--- src/rtl/serial_subtractor.sv ---
// Bit-serial two's-complement subtractor, D = A - B, LSB first through one
// full-subtractor cell with a registered borrow; start/busy/done handshake.
//
//   state | meaning
//   IDLE  | waiting for start; outputs hold the last result
//   SHIFT | one difference bit per cycle, WIDTH cycles
//   DONE  | one-cycle done pulse; a start here is accepted directly
module serial_subtractor #(
    parameter int WIDTH = 8
) (
    input  logic             clk,
    input  logic             rst,
    input  logic             start,
    input  logic [WIDTH-1:0] A,
    input  logic [WIDTH-1:0] B,
    output logic             busy,
    output logic             done,
    output logic [WIDTH-1:0] D,
    output logic             Bout,
    output logic             V,
    output logic             Z
);

    localparam int CW = (WIDTH > 1) ? $clog2(WIDTH) : 1;

    typedef enum logic [1:0] {
        IDLE  = 2'd0,
        SHIFT = 2'd1,
        DONE  = 2'd2
    } state_t;

    state_t           state;
    state_t           state_nxt;

    logic [WIDTH-1:0] ra;
    logic [WIDTH-1:0] rb;
    logic [WIDTH-1:0] res;
    logic [WIDTH-1:0] res_nxt;
    logic [CW-1:0]    cnt;
    logic             br;
    logic             br_nxt;
    logic             sa;
    logic             sb;
    logic             dbit;
    logic             last;
    logic             accept;

    assign dbit    = ra[0] ^ rb[0] ^ br;
    assign br_nxt  = (~ra[0] & rb[0]) | (~(ra[0] ^ rb[0]) & br);
    assign res_nxt = {dbit, res[WIDTH-1:1]};
    assign last    = (cnt == CW'(WIDTH - 1));
    assign accept  = start && (state == IDLE || state == DONE);

    assign busy = (state == SHIFT);
    assign done = (state == DONE);

    always_comb begin
        state_nxt = state;
        case (state)
            IDLE:    if (start) state_nxt = SHIFT;
            SHIFT:   if (last) state_nxt = DONE;
            DONE:    state_nxt = start ? SHIFT : IDLE;
            default: state_nxt = IDLE;
        endcase
    end

    always_ff @(posedge clk) begin
        if (rst) begin
            state <= IDLE;
            ra    <= '0;
            rb    <= '0;
            res   <= '0;
            cnt   <= '0;
            br    <= 1'b0;
            sa    <= 1'b0;
            sb    <= 1'b0;
            D     <= '0;
            Bout  <= 1'b0;
            V     <= 1'b0;
            Z     <= 1'b0;
        end else begin
            state <= state_nxt;
            if (accept) begin
                ra  <= A;
                rb  <= B;
                sa  <= A[WIDTH-1];
                sb  <= B[WIDTH-1];
                res <= '0;
                cnt <= '0;
                br  <= 1'b0;
            end else if (state == SHIFT) begin
                ra  <= {1'b0, ra[WIDTH-1:1]};
                rb  <= {1'b0, rb[WIDTH-1:1]};
                res <= res_nxt;
                br  <= br_nxt;
                cnt <= cnt + CW'(1);
                // Result registers load on the final bit so they are valid
                // in the DONE cycle and hold through the next operation.
                if (last) begin
                    D    <= res_nxt;
                    Bout <= br_nxt;
                    V    <= (sa != sb) && (dbit != sa);
                    Z    <= (res_nxt == '0);
                end
            end
        end
    end

endmodule

--- config.mk ---
export PLATFORM = sky130hd
export DESIGN_NAME = serial_subtractor
export DESIGN_NICKNAME = d
export VERILOG_FILES = /design/src/rtl/serial_subtractor.sv
export SDC_FILE = /design/constraint.sdc
export NUM_CORES = 1
export LEC_CHECK = 0
export CAP_MARGIN = 10
export CORE_MARGIN = 2
export CORE_UTILIZATION = 40
export CTS_CLUSTER_DIAMETER = 60
export DETAILED_ROUTE_END_ITERATION = 8
export PLACE_DENSITY = 0.68
export SLEW_MARGIN = 5
export SYNTH_ARGS = -nofsm -noshare
export SYNTH_HDL_FRONTEND = slang
export SYNTH_SLANG_ARGS = --single-unit
export TNS_END_PERCENT = 30
--- constraint.sdc ---
create_clock -name clk -period 2.19 [get_ports clk]
set_clock_uncertainty 0.2 [all_clocks]
set_input_delay 0.438 -clock clk [delete_from_list [all_inputs] [get_ports clk]]
set_output_delay 0.438 -clock clk [all_outputs]
set_load 0.1 [all_outputs]
==> flow_metrics.env <==
export IMPL_outcome="completed"
export IMPL_cts_path_max_buffers=2
export IMPL_vias_per_cell=5.18
export IMPL_cts_tree="yes"
export IMPL_sw_frac_of_total=0.252
export IMPL_fp_coreArea_sq_um=4030
export IMPL_die_width_microns=68.8
export IMPL_insertion_delay_ns=0.29
export IMPL_area_delta_synth_final_pct=22.1
export IMPL_grt_max_degree=32
export IMPL_cts_sinks=42
export IMPL_ys_seq_area_frac=0.501
export IMPL_globalplace_congestion=0.719
export IMPL_clockRootBuffer="clkbuf_8"
export IMPL_power_switching_w=0.000374
export IMPL_pwr_share_clk=0.308
export IMPL_synth_top_area_frac=0.501
export IMPL_hp_class="flip-flop to flip-flop"
export IMPL_crit_arrival_ns=1.30
export IMPL_rows=23
export IMPL_die_area_sq_um=4730
export IMPL_post_cts_buffers=0
export IMPL_yosysUniqueCellTypes=30
export IMPL_drtAntennaViolNets=0
export IMPL_n_antenna_cell=0
export IMPL_worstSetupStartpointType="flip-flop"
export IMPL_grt_antenna_before_repair=0
export IMPL_synth_avg_cell_area_sq_um=8.83
export IMPL_fillers=413
export IMPL_period_share=0.883
export IMPL_netlist_area_sq_um=1680
export IMPL_grt_pass1_vias=1206
export IMPL_yosys_top_cells_area="dfxtp_1, nand2_1, a21oi_1"
export IMPL_syn_inst=190
export IMPL_rsz0062_at_grt="no"
export IMPL_overflow=0
export IMPL_yosysWarningCount=0
export IMPL_drtIter0Drc=100
export IMPL_track_usage=0.161
export IMPL_ioPinCount=32
export IMPL_finalPower_w=0.00148
export IMPL_hpwl_microns=2210
export IMPL_ys_async_sr_fraction=0
export IMPL_drv_slew=0
export IMPL_maxSlewHeadroom=0.697
export IMPL_path_max_fanout=26
export IMPL_critPathKind="flip-flop to output port"
export IMPL_vias=1394
export IMPL_die_height_microns=68.8
export IMPL_drt_wirelength_per_cell_microns=12.6
export IMPL_drtPass1Iterations=4
export IMPL_seq_power_share=0.551
export IMPL_placed_cells=262
export IMPL_clk_pin_slew_ns=0.07
export IMPL_synth_ff_type="dfxtp_1"
export IMPL_cp_required_ns=1.55
export IMPL_ir_worst_vdd_uv=381
export IMPL_tightest_slew_ns=0.454
export IMPL_regArea_sq_um=841
export IMPL_initial_core_util=0.416
export IMPL_nets=241
export IMPL_io_buffer_count=31
export IMPL_fmax_mhz=517
export IMPL_drive_gt1_frac=0.132
export IMPL_multi_input_area_sq_um=721
export IMPL_p_leak_nw=0.726
export IMPL_period_needed_ns=1.93
export IMPL_wl_microns=3390
export IMPL_drcViolationCount=0
export IMPL_synth_edf_count=0
export IMPL_cts_hold_buf=0
export IMPL_place_area_sq_um=1970
export IMPL_grt_pass1_wl_microns=5510
export IMPL_setup_viol=0
export IMPL_synth_fp_nets=212
export IMPL_ys_seq_elements=42
export IMPL_synth_area_leader_cell="dfxtp_1"
export IMPL_cts_buffers=5
export IMPL_setup_slack_ns=0.255
export IMPL_htreeDepth=2
export IMPL_combPwrFrac=0.140
export IMPL_fin_area_sq_um=2050
export IMPL_cap_violations=0
export IMPL_cp_end_kind="output port"
export IMPL_p_per_area_nw_per_um2=724
export IMPL_ctsResizeCount=0
export IMPL_final_common_cell="nand2_1"
export IMPL_setup_tns_ns=0
export IMPL_stdcell_count=269
export IMPL_p_int_w=0.00111
export IMPL_dp_slack_ns=0.273
export IMPL_hold_viol_final=0
export IMPL_mostFrequentLayoutCells="nand2_1, dfxtp_1, a21oi_1"
## cells in the mapped netlist (2+ instances only)
cell type  number
a21oi_1        24
a22oi_1         2
a311oi_2        3
buf_4           5
buf_6           3
clkbuf_1        3
dfxtp_1        42
ha_1            2
inv_1           2
nand2_1        43
nand2b_1        2
nand3_1         5
nand3b_1        2
nor2_1          8
nor2b_1         2
nor3_1         18
nor4_1          2
o22ai_1        10
## kinds of logic after synthesis
| group | after synthesis | share of synthesized area |
|---|---|---|
| compound gates | 43 | 0.166 |
| xor+xnor | 1 | 0.00522 |
| fa+ha+maj | 3 | 0.0268 |
| buf+inv | 16 | 0.0708 |
| flops | 42 | 0.501 |
| simple gates | 85 | 0.230 |
## path summary, 6_finish.rpt
path                                from    to  slack [ns]  cells past startpoint
worst min register to register      D[0]  D[0]        0.26                      2
worst max register to register     rb[0]     V        0.33                      4
worst max-delay path            state[0]  busy        0.26                      3
worst min-delay path                D[0]  D[0]        0.26                      2
## metrics by stage
stage	utilization	hold WS, ns
2_1_floorplan	-	0.239
3_3_place_gp	0.490	0.247
3_5_place_dp	0.490	0.247
4_1_cts	0.509	0.258
5_1_grt	0.509	0.285
6_report	0.509	0.255
## power groups by stage
stage | logic (W) | registers (W) | clock network [W]
2_1_floorplan | 0.000155 | 0.000831 | 0
3_3_place_gp | 0.000207 | 0.000836 | 0
3_5_place_dp | 0.000208 | 0.000836 | 0
4_1_cts | 0.000209 | 0.000819 | 0.000472
5_1_grt | 0.000230 | 0.000823 | 0.000504
6_report | 0.000208 | 0.000819 | 0.000458
## registers in the layout (all words and copies together), names as in the netlist
register	cells
rb	8
V	1
br	1
res	7
Z	1
sa	1
state	2
Bout	1
sb	1
D	8
ra	8
cnt	3
## area by class of cell
class / count / area share
multi-input combinational: 132 / 0.352
tap: 50 / 0.0305
sequential: 42 / 0.410
clock buffer: 7 / 0.0372
inverter: 3 / 0.00794
timing repair buffer: 35 / 0.162
## layer usage
layer	global-route usage	wire, microns
met3	0.0438	116
met1	0.212	1690
met2	0.236	1500
met4	0.0956	87
met5	0	0
## worst max-delay path, stage by stage (launching register included)
cell,delay [ns]
dfxtp_1,0.42
nand2b_1,0.16
inv_6,0.21
buf_12,0.21
Note: power is estimated with default switching activity, not from simulation.
